<file path="src/rtl/sram_arb_pkg.sv">
// rtl/sram_arb_pkg.sv - shared types and constants for the SRAM arbiter
// Contents: state_t FSM encoding, master index constants, counter width.
package sram_arb_pkg;

    localparam int CNT_W     = 4;
    localparam int N_MASTERS = 3;

    localparam int M_IBUS = 0;
    localparam int M_DBUS = 1;
    localparam int M_DMA  = 2;

    typedef enum logic [1:0] {
        IDLE    = 2'd0,
        ACCESS  = 2'd1,
        RECOVER = 2'd2
    } state_t;

endpackage

</file>
<file path="src/rtl/sram_arbiter_if.sv">
// rtl/sram_arbiter_if.sv - bus-master side of the SRAM arbiter
// Signals per master N=0..2: mN_req, mN_we, mN_addr (bank bit at ADDR_W),
// mN_be, mN_wdata, mN_ack; rdata is shared by all masters.
// Modports: slave (arbiter side), master (requester side).
interface sram_arbiter_if #(
    parameter int ADDR_W = 20
);
    logic              m0_req;
    logic              m0_we;
    logic [ADDR_W:0]   m0_addr;
    logic [3:0]        m0_be;
    logic [31:0]       m0_wdata;
    logic              m0_ack;

    logic              m1_req;
    logic              m1_we;
    logic [ADDR_W:0]   m1_addr;
    logic [3:0]        m1_be;
    logic [31:0]       m1_wdata;
    logic              m1_ack;

    logic              m2_req;
    logic              m2_we;
    logic [ADDR_W:0]   m2_addr;
    logic [3:0]        m2_be;
    logic [31:0]       m2_wdata;
    logic              m2_ack;

    logic [31:0]       rdata;

    modport slave (
        input  m0_req, m0_we, m0_addr, m0_be, m0_wdata,
        input  m1_req, m1_we, m1_addr, m1_be, m1_wdata,
        input  m2_req, m2_we, m2_addr, m2_be, m2_wdata,
        output m0_ack, m1_ack, m2_ack, rdata
    );

    modport master (
        output m0_req, m0_we, m0_addr, m0_be, m0_wdata,
        output m1_req, m1_we, m1_addr, m1_be, m1_wdata,
        output m2_req, m2_we, m2_addr, m2_be, m2_wdata,
        input  m0_ack, m1_ack, m2_ack, rdata
    );

endinterface

</file>
<file path="src/rtl/sram_arb_pick.sv">
// rtl/sram_arb_pick.sv - combinational grant picker
// Ports: req (request vector), starved (counter-saturated flags),
// grant (one-hot winner, all zero when nothing requests).
module sram_arb_pick
    import sram_arb_pkg::*;
(
    input  logic [N_MASTERS-1:0] req,
    input  logic [N_MASTERS-1:0] starved,
    output logic [N_MASTERS-1:0] grant
);

    logic [N_MASTERS-1:0] cand;

    // Starved requesters form the candidate set when any exist; within the
    // set the fixed order m1 > m0 > m2 breaks ties.
    always_comb begin
        cand  = ((req & starved) != '0) ? (req & starved) : req;
        grant = '0;
        if (cand[M_DBUS]) begin
            grant[M_DBUS] = 1'b1;
        end else if (cand[M_IBUS]) begin
            grant[M_IBUS] = 1'b1;
        end else if (cand[M_DMA]) begin
            grant[M_DMA] = 1'b1;
        end
    end

endmodule

</file>
<file path="src/rtl/sram_arbiter.sv">
// rtl/sram_arbiter.sv - three-master arbiter for an asynchronous SRAM pair
// Ports: clk, rst (sync, active-high); bus (sram_arbiter_if.slave, master
// requests/acks and shared rdata); ram_addr, base_ce_n, ext_ce_n, ram_oe_n,
// ram_we_n, ram_be_n, ram_dout, ram_dout_en (registered pin drive);
// ram_din (pad read data).
// Build option: SRAM_ARB_DMA_EN lets m2 arbitrate; otherwise m2 is ignored
// and m2_ack is tied low.
module sram_arbiter
    import sram_arb_pkg::*;
#(
    parameter int ADDR_W     = 20,
    parameter int WAIT_RD    = 1,
    parameter int WAIT_WR    = 2,
    parameter int STARVE_MAX = 8
) (
    input  logic                clk,
    input  logic                rst,
    sram_arbiter_if.slave       bus,
    output logic [ADDR_W-1:0]   ram_addr,
    output logic                base_ce_n,
    output logic                ext_ce_n,
    output logic                ram_oe_n,
    output logic                ram_we_n,
    output logic [3:0]          ram_be_n,
    output logic [31:0]         ram_dout,
    output logic                ram_dout_en,
    input  logic [31:0]         ram_din
);

`ifdef SRAM_ARB_DMA_EN
    localparam int N_ACT = 3;
`else
    localparam int N_ACT = 2;
`endif

    logic [N_MASTERS-1:0] req_vec;
    logic [N_MASTERS-1:0] starved;
    logic [N_MASTERS-1:0] grant;
    logic [CNT_W-1:0]     starve_cnt [N_ACT];

    state_t               state, state_d;
    logic [CNT_W-1:0]     wait_cnt, wait_cnt_d;
    logic                 lat_we, lat_we_d;
    logic [ADDR_W:0]      lat_addr, lat_addr_d;
    logic [3:0]           lat_be, lat_be_d;
    logic [31:0]          lat_wdata, lat_wdata_d;
    logic [1:0]           gnt_idx, gnt_idx_d;

    logic                 win_we;
    logic [ADDR_W:0]      win_addr;
    logic [3:0]           win_be;
    logic [31:0]          win_wdata;
    logic [1:0]           win_idx;

    logic                 base_ce_n_d, ext_ce_n_d, ram_oe_n_d, ram_we_n_d;
    logic [3:0]           ram_be_n_d;
    logic                 ram_dout_en_d;
    logic [N_ACT-1:0]     ack_q, ack_d;
    logic [31:0]          rdata_q;

`ifdef SRAM_ARB_DMA_EN
    assign req_vec    = {bus.m2_req, bus.m1_req, bus.m0_req};
    assign bus.m2_ack = ack_q[M_DMA];
`else
    assign req_vec    = {1'b0, bus.m1_req, bus.m0_req};
    assign bus.m2_ack = 1'b0;
`endif
    assign bus.m0_ack = ack_q[M_IBUS];
    assign bus.m1_ack = ack_q[M_DBUS];
    assign bus.rdata  = rdata_q;
    assign ram_addr   = lat_addr[ADDR_W-1:0];
    assign ram_dout   = lat_wdata;

    always_comb begin
        starved = '0;
        for (int i = 0; i < N_ACT; i++) begin
            starved[i] = (starve_cnt[i] == CNT_W'(STARVE_MAX));
        end
    end

    sram_arb_pick u_pick (
        .req     (req_vec),
        .starved (starved),
        .grant   (grant)
    );

    // Qualifiers of the winning master.
    always_comb begin
        win_we    = bus.m0_we;
        win_addr  = bus.m0_addr;
        win_be    = bus.m0_be;
        win_wdata = bus.m0_wdata;
        win_idx   = 2'(M_IBUS);
        if (grant[M_DBUS]) begin
            win_we    = bus.m1_we;
            win_addr  = bus.m1_addr;
            win_be    = bus.m1_be;
            win_wdata = bus.m1_wdata;
            win_idx   = 2'(M_DBUS);
        end
`ifdef SRAM_ARB_DMA_EN
        else if (grant[M_DMA]) begin
            win_we    = bus.m2_we;
            win_addr  = bus.m2_addr;
            win_be    = bus.m2_be;
            win_wdata = bus.m2_wdata;
            win_idx   = 2'(M_DMA);
        end
`endif
    end

    // State and registered outputs. Outputs are decoded from the next state
    // so every pin changes on the same edge as the FSM.
    always_ff @(posedge clk) begin
        if (rst) begin
            state       <= IDLE;
            wait_cnt    <= '0;
            lat_we      <= 1'b0;
            lat_addr    <= '0;
            lat_be      <= '0;
            lat_wdata   <= '0;
            gnt_idx     <= '0;
            base_ce_n   <= 1'b1;
            ext_ce_n    <= 1'b1;
            ram_oe_n    <= 1'b1;
            ram_we_n    <= 1'b1;
            ram_be_n    <= 4'hF;
            ram_dout_en <= 1'b0;
            ack_q       <= '0;
            rdata_q     <= '0;
        end else begin
            state       <= state_d;
            wait_cnt    <= wait_cnt_d;
            lat_we      <= lat_we_d;
            lat_addr    <= lat_addr_d;
            lat_be      <= lat_be_d;
            lat_wdata   <= lat_wdata_d;
            gnt_idx     <= gnt_idx_d;
            base_ce_n   <= base_ce_n_d;
            ext_ce_n    <= ext_ce_n_d;
            ram_oe_n    <= ram_oe_n_d;
            ram_we_n    <= ram_we_n_d;
            ram_be_n    <= ram_be_n_d;
            ram_dout_en <= ram_dout_en_d;
            ack_q       <= ack_d;
            // Pads are sampled at the end of the last oe_n-low cycle.
            if (state == ACCESS && wait_cnt == '0 && !lat_we) begin
                rdata_q <= ram_din;
            end
        end
    end

    always_comb begin
        state_d     = state;
        wait_cnt_d  = wait_cnt;
        lat_we_d    = lat_we;
        lat_addr_d  = lat_addr;
        lat_be_d    = lat_be;
        lat_wdata_d = lat_wdata;
        gnt_idx_d   = gnt_idx;
        case (state)
            IDLE: begin
                if (grant != '0) begin
                    state_d     = ACCESS;
                    lat_we_d    = win_we;
                    lat_addr_d  = win_addr;
                    lat_be_d    = win_be;
                    lat_wdata_d = win_wdata;
                    gnt_idx_d   = win_idx;
                    wait_cnt_d  = win_we ? CNT_W'(WAIT_WR - 1) : CNT_W'(WAIT_RD - 1);
                end
            end
            ACCESS: begin
                if (wait_cnt == '0) begin
                    state_d = RECOVER;
                end else begin
                    wait_cnt_d = wait_cnt - CNT_W'(1);
                end
            end
            RECOVER: state_d = IDLE;
            default: state_d = IDLE;
        endcase
    end

    always_comb begin
        base_ce_n_d   = 1'b1;
        ext_ce_n_d    = 1'b1;
        ram_oe_n_d    = 1'b1;
        ram_we_n_d    = 1'b1;
        ram_be_n_d    = 4'hF;
        ram_dout_en_d = 1'b0;
        ack_d         = '0;
        if (state_d == ACCESS || state_d == RECOVER) begin
            if (lat_addr_d[ADDR_W]) begin
                ext_ce_n_d = 1'b0;
            end else begin
                base_ce_n_d = 1'b0;
            end
            // Write lanes and pad drive stay on through RECOVER for hold time.
            ram_be_n_d    = lat_we_d ? ~lat_be_d : 4'h0;
            ram_dout_en_d = lat_we_d;
        end
        if (state_d == ACCESS) begin
            ram_oe_n_d = lat_we_d;
            ram_we_n_d = ~lat_we_d;
        end
        if (state_d == RECOVER) begin
            for (int i = 0; i < N_ACT; i++) begin
                ack_d[i] = (gnt_idx_d == 2'(i));
            end
        end
    end

    // A requester that loses in IDLE ages toward promotion; a grant clears it.
    always_ff @(posedge clk) begin
        if (rst) begin
            for (int i = 0; i < N_ACT; i++) begin
                starve_cnt[i] <= '0;
            end
        end else if (state == IDLE) begin
            for (int i = 0; i < N_ACT; i++) begin
                if (grant[i]) begin
                    starve_cnt[i] <= '0;
                end else if (req_vec[i] && starve_cnt[i] != CNT_W'(STARVE_MAX)) begin
                    starve_cnt[i] <= starve_cnt[i] + CNT_W'(1);
                end
            end
        end
    end

endmodule
</file>
<file path="src/flat_wrapper.sv">
// flat-port wrapper written by rule: the top's interface ports become plain ports
module sram_arbiter_flat import sram_arb_pkg::*;
#(
    parameter int ADDR_W     = 20,
    parameter int WAIT_RD    = 1,
    parameter int WAIT_WR    = 2,
    parameter int STARVE_MAX = 8
)
  (clk, rst, ram_addr, base_ce_n, ext_ce_n, ram_oe_n, ram_we_n, ram_be_n, ram_dout, ram_dout_en, ram_din, bus_m0_req, bus_m0_we, bus_m0_addr, bus_m0_be, bus_m0_wdata, bus_m1_req, bus_m1_we, bus_m1_addr, bus_m1_be, bus_m1_wdata, bus_m2_req, bus_m2_we, bus_m2_addr, bus_m2_be, bus_m2_wdata, bus_m0_ack, bus_m1_ack, bus_m2_ack, bus_rdata);
  sram_arbiter_if #(.ADDR_W(ADDR_W)) bus_i ();
  input  logic clk;
  input  logic rst;
  output logic [ADDR_W-1:0] ram_addr;
  output logic base_ce_n;
  output logic ext_ce_n;
  output logic ram_oe_n;
  output logic ram_we_n;
  output logic [3:0] ram_be_n;
  output logic [31:0] ram_dout;
  output logic ram_dout_en;
  input  logic [31:0] ram_din;
  input wire logic [$bits(bus_i.m0_req)-1:0] bus_m0_req;
  input wire logic [$bits(bus_i.m0_we)-1:0] bus_m0_we;
  input wire logic [$bits(bus_i.m0_addr)-1:0] bus_m0_addr;
  input wire logic [$bits(bus_i.m0_be)-1:0] bus_m0_be;
  input wire logic [$bits(bus_i.m0_wdata)-1:0] bus_m0_wdata;
  input wire logic [$bits(bus_i.m1_req)-1:0] bus_m1_req;
  input wire logic [$bits(bus_i.m1_we)-1:0] bus_m1_we;
  input wire logic [$bits(bus_i.m1_addr)-1:0] bus_m1_addr;
  input wire logic [$bits(bus_i.m1_be)-1:0] bus_m1_be;
  input wire logic [$bits(bus_i.m1_wdata)-1:0] bus_m1_wdata;
  input wire logic [$bits(bus_i.m2_req)-1:0] bus_m2_req;
  input wire logic [$bits(bus_i.m2_we)-1:0] bus_m2_we;
  input wire logic [$bits(bus_i.m2_addr)-1:0] bus_m2_addr;
  input wire logic [$bits(bus_i.m2_be)-1:0] bus_m2_be;
  input wire logic [$bits(bus_i.m2_wdata)-1:0] bus_m2_wdata;
  output wire logic [$bits(bus_i.m0_ack)-1:0] bus_m0_ack;
  output wire logic [$bits(bus_i.m1_ack)-1:0] bus_m1_ack;
  output wire logic [$bits(bus_i.m2_ack)-1:0] bus_m2_ack;
  output wire logic [$bits(bus_i.rdata)-1:0] bus_rdata;
  assign bus_i.m0_req = bus_m0_req;
  assign bus_i.m0_we = bus_m0_we;
  assign bus_i.m0_addr = bus_m0_addr;
  assign bus_i.m0_be = bus_m0_be;
  assign bus_i.m0_wdata = bus_m0_wdata;
  assign bus_i.m1_req = bus_m1_req;
  assign bus_i.m1_we = bus_m1_we;
  assign bus_i.m1_addr = bus_m1_addr;
  assign bus_i.m1_be = bus_m1_be;
  assign bus_i.m1_wdata = bus_m1_wdata;
  assign bus_i.m2_req = bus_m2_req;
  assign bus_i.m2_we = bus_m2_we;
  assign bus_i.m2_addr = bus_m2_addr;
  assign bus_i.m2_be = bus_m2_be;
  assign bus_i.m2_wdata = bus_m2_wdata;
  assign bus_m0_ack = bus_i.m0_ack;
  assign bus_m1_ack = bus_i.m1_ack;
  assign bus_m2_ack = bus_i.m2_ack;
  assign bus_rdata = bus_i.rdata;
  sram_arbiter #(.ADDR_W(ADDR_W), .WAIT_RD(WAIT_RD), .WAIT_WR(WAIT_WR), .STARVE_MAX(STARVE_MAX)) u_core (.clk(clk), .rst(rst), .bus(bus_i), .ram_addr(ram_addr), .base_ce_n(base_ce_n), .ext_ce_n(ext_ce_n), .ram_oe_n(ram_oe_n), .ram_we_n(ram_we_n), .ram_be_n(ram_be_n), .ram_dout(ram_dout), .ram_dout_en(ram_dout_en), .ram_din(ram_din));
endmodule
</file>
<file path="config.mk">
export PLATFORM = sky130hd
export DESIGN_NAME = sram_arbiter_flat
export DESIGN_NICKNAME = d
export VERILOG_FILES = /design/src/rtl/sram_arb_pkg.sv /design/src/rtl/sram_arbiter_if.sv /design/src/rtl/sram_arb_pick.sv /design/src/rtl/sram_arbiter.sv /design/src/flat_wrapper.sv
export SDC_FILE = /design/constraint.sdc
export NUM_CORES = 1
export LEC_CHECK = 0
export BUFFER_PORTS_ARGS = -buffer_cell sky130_fd_sc_hd__clkbuf_2
export CELL_PAD_IN_SITES_DETAIL_PLACEMENT = 0
export CELL_PAD_IN_SITES_GLOBAL_PLACEMENT = 1
export CORE_MARGIN = 2
export CORE_UTILIZATION = 27
export DETAILED_ROUTE_END_ITERATION = 10
export PLACE_DENSITY = 0.73
export SETUP_SLACK_MARGIN = 0.02
export SYNTH_ARGS = -nofsm -noshare
export SYNTH_HDL_FRONTEND = slang
export SYNTH_SLANG_ARGS = --single-unit
</file>
<file path="constraint.sdc">
create_clock -name clk -period 2 [get_ports clk]
set_clock_uncertainty 0.2 [all_clocks]
set_input_delay 0.5 -clock clk [delete_from_list [all_inputs] [get_ports clk]]
set_output_delay 0.5 -clock clk [all_outputs]
set_load 0.02 [all_outputs]
</file>
==> impl_metrics.env <==
export IMPL_outcome="finished, final reports clean"
export IMPL_cap_violations=0
export IMPL_ys_ff_latch=117
export IMPL_yosys_warnings=0
export IMPL_critical_path_startpoint="u_core.wait_cnt[1]"
export IMPL_syn_nets=720
export IMPL_arrival_ns=2.13
export IMPL_antennaDiodeCount=0
export IMPL_cts_tree="built"
export IMPL_start_util_pct=27.60
export IMPL_antenna_found_initial=0
export IMPL_synth_edf_count=8
export IMPL_endpoint="u_core.bus.rdata[21]"
export IMPL_ant_nets=0
export IMPL_die_area_um2=19460
export IMPL_path_class="reg -> reg"
export IMPL_grt_overflow_total=0
export IMPL_dpl_hpwl_mm=10.18
export IMPL_h_tree_depth=4
export IMPL_fmax_mhz=501.0
export IMPL_synth_cell_types=51
export IMPL_nets=1005
export IMPL_synthTopCellsByArea="dfxtp_1 44%, mux2i_1 11%, o2bb2ai_1 9.2%, nand2_1 5.8%, edfxtp_1 4.8%"
export IMPL_crit_buf_inv=4
export IMPL_grt_first_pass_wirelength_mm=22.65
export IMPL_core_um2=17960
export IMPL_cts_hold_fix_buffers=0
export IMPL_crit_path_top_delay_cell="or3b_4"
export IMPL_design_area_um2=8109
export IMPL_drive_gt1_share_pct=56.57
export IMPL_die_w_um=139.5
export IMPL_via_count=4673
export IMPL_regArea_um2=2425
export IMPL_timing_rr_start="u_core.wait_cnt[1]"
export IMPL_wl_mm=15.42
export IMPL_drt_initial_drc_count=123
export IMPL_leakage_nw=3.758
export IMPL_post_dp_cell_area_um2=6653
export IMPL_path_cells="inv_2 > ha_4 > or3b_4 > buf_6 > nor3_4 > buf_12 > clkbuf_16 > nand2_1 > a21oi_1"
export IMPL_dieHeight_um=139.5
export IMPL_nFillCells=1738
export IMPL_max_slew_margin_rel_pct=61.81
export IMPL_hold_path_class="in -> reg"
export IMPL_avgSynthCellArea_um2=9.895
export IMPL_crit_reg2reg_capture="u_core.bus.rdata[21]"
export IMPL_crit_family="simple AND/OR/NAND/NOR gates"
export IMPL_cp_slowest_stage_delay_ns=0.38
export IMPL_cts_buffer_depth=2
export IMPL_clk_pin_slew_worst_paths_ns=0.06
export IMPL_final_util_pct=45.14
export IMPL_yosysTopAreaCell="dfxtp_1"
export IMPL_rr_worst_depth=9
export IMPL_cp_max_fo=8
export IMPL_grt_pass1_vias=4444
export IMPL_fin_tns_setup_ns=0
export IMPL_cts_root_buf="clkbuf_16"
export IMPL_r2r_slack_ns=0.004
export IMPL_clock_latency_ns=0.41
export IMPL_cts_sinks=117
export IMPL_detail_route_wl_per_cell_um=15.00
export IMPL_timing_hold_ws_ns=0.1075
export IMPL_portBuffers=246
export IMPL_rows=49
export IMPL_drtPass1Iterations=4
export IMPL_drc=0
export IMPL_crit_required_ns=2.13
export IMPL_slew_violations=0
export IMPL_synth_cells=501
export IMPL_end_kind="register"
export IMPL_hold_violations=0
export IMPL_ys_seq_area_share_pct=48.86
export IMPL_finalSetupViolations=0
export IMPL_critPathLaunchType="register"
export IMPL_multi_input_area_um2=2646
export IMPL_worst_pin_slew_ns=0.5729
export IMPL_netlist_top_cells_count="109 x dfxtp_1, 76 x nand2_1, 53 x mux2i_1"
export IMPL_min_period_over_period_pct=99.80
export IMPL_grtUsageTotal_pct=14.70
export IMPL_yosysMostFrequentCell="dfxtp_1"
export IMPL_syn2layout_area_growth_pct=63.58
export IMPL_grt_max_degree=53
export IMPL_ir_drop_mv=0.5618
export IMPL_ioPinCount=307
export IMPL_vias_per_cell=4.546
export IMPL_cp_depth=9
export IMPL_power_density_nw_per_um2=1067
export IMPL_yosysTopAreaCellShare_pct=44.02
export IMPL_async_flop_share_pct=0
export IMPL_min_period_ns=1.996
export IMPL_synth_area_um2=4957
export IMPL_cts_buffers=17
export IMPL_ys_flop_type="dfxtp_1"
export IMPL_gp_congestion=0.7574
export IMPL_rsz0062_at_grt="true"
state kept, by name, indices dropped and copies added (netlist names):
signal and flops:
u_core.wait_cnt 4, u_core.lat_we 1, u_core.state 2, u_core.ram_oe_n 1, u_core.ram_dout 32, u_core.ram_we_n 1
u_core.starve_cnt 8, u_core.gnt_idx 2, u_core.ext_ce_n 1, u_core.ack_q 2, u_core.lat_be 4, u_core.lat_addr 21
u_core.ram_be_n 4, u_core.bus.rdata 32, u_core.base_ce_n 1, u_core.ram_dout_en 1
placed cells by master, fill, tap and decap left out, types with 11 or more instances in the layout:
cell	instances
dfxtp_1	107
mux2i_1	41
buf_4	48
o2bb2ai_1	51
clkbuf_16	22
nand2_1	48
clkbuf_2	246
mux2i_2	11
a21oi_2	28
nor2_1	23
nand2_4	18
final cells by class:
| class | instances | area share (%) |
|---|---|---|
| clock buffers | 21 | 5.678 |
| clock inverters | 11 | 1.852 |
| inverters | 13 | 0.6018 |
| multi-input cells | 316 | 32.63 |
| flip-flops and latches | 117 | 29.90 |
| well taps | 229 | 3.533 |
| repair buffers | 321 | 25.80 |
cells by family after synthesis:
family                   after synthesis  synth area share [%]
flip-flops                           117                 48.86
multiplexers                          53                 10.70
AND/OR/NAND/NOR                      129                 11.51
AO/OA/AOI/OAI                        121                 18.30
other                                  1               0.07565
buffers and inverters                 68                 7.824
XOR/XNOR                               4                0.7068
adder cells (fa/ha/maj)                8                 2.019
metrics by stage:
step / total power, mW / instances / setup slack (ns)
CTS: 8.341 / 1016 / 0.003311
detailed placement: 5.015 / 975 / -0.1141
finish: 8.651 / 1028 / 0.003950
floorplan: 4.149 / 501 / -0.009747
global placement: 4.999 / 975 / -0.1098
global route: 9.090 / 1028 / -0.08508
power by group:
part / leakage (nW) / total, mW / internal, mW / switching, mW
sequential: 0.983 / 2.88 / 2.70 / 0.180
clock: 0.290 / 3.12 / 2.03 / 1.10
combinational: 2.49 / 2.65 / 1.22 / 1.42
routing by layer:
| metal | part of all wire [%] | global-route usage (%) |
|---|---|---|
| met1 | 44 | 18.50 |
| met3 | 7.1 | 5.058 |
| met2 | 48 | 23.61 |
| met5 | 0 | 0 |
| met4 | 1.4 | 4.944 |
what timing repair did:
item | CTS | global route
setup buffers | 8 | 7
pin swaps | 10 | 59
resized for setup | 27 | 108
gates cloned | 3 | 7
endpoints found under the setup margin | 66 | 105
worst min path at each step:
stage,startpoint,end,slack (ns),depth (start not counted)
3_3_place_gp,u_core.bus.rdata[31],u_core.bus.rdata[31],0.24,2
2_1_floorplan,u_core.lat_addr[0],u_core.lat_addr[0],0.23,1
4_1_cts,ram_din[9],u_core.bus.rdata[9],0.08,3
6_report,ram_din[31],u_core.bus.rdata[31],0.11,3
3_5_place_dp,u_core.ram_dout[6],u_core.ram_dout[6],0.25,1
5_1_grt,ram_din[1],u_core.bus.rdata[1],0.1,3
tightest hold or removal path, cell delays in order:
cell	delay, ns
clkbuf_2	0.09
nand2_2	0.05
a21oi_2	0.04
Power figures use the tool's default switching activity.
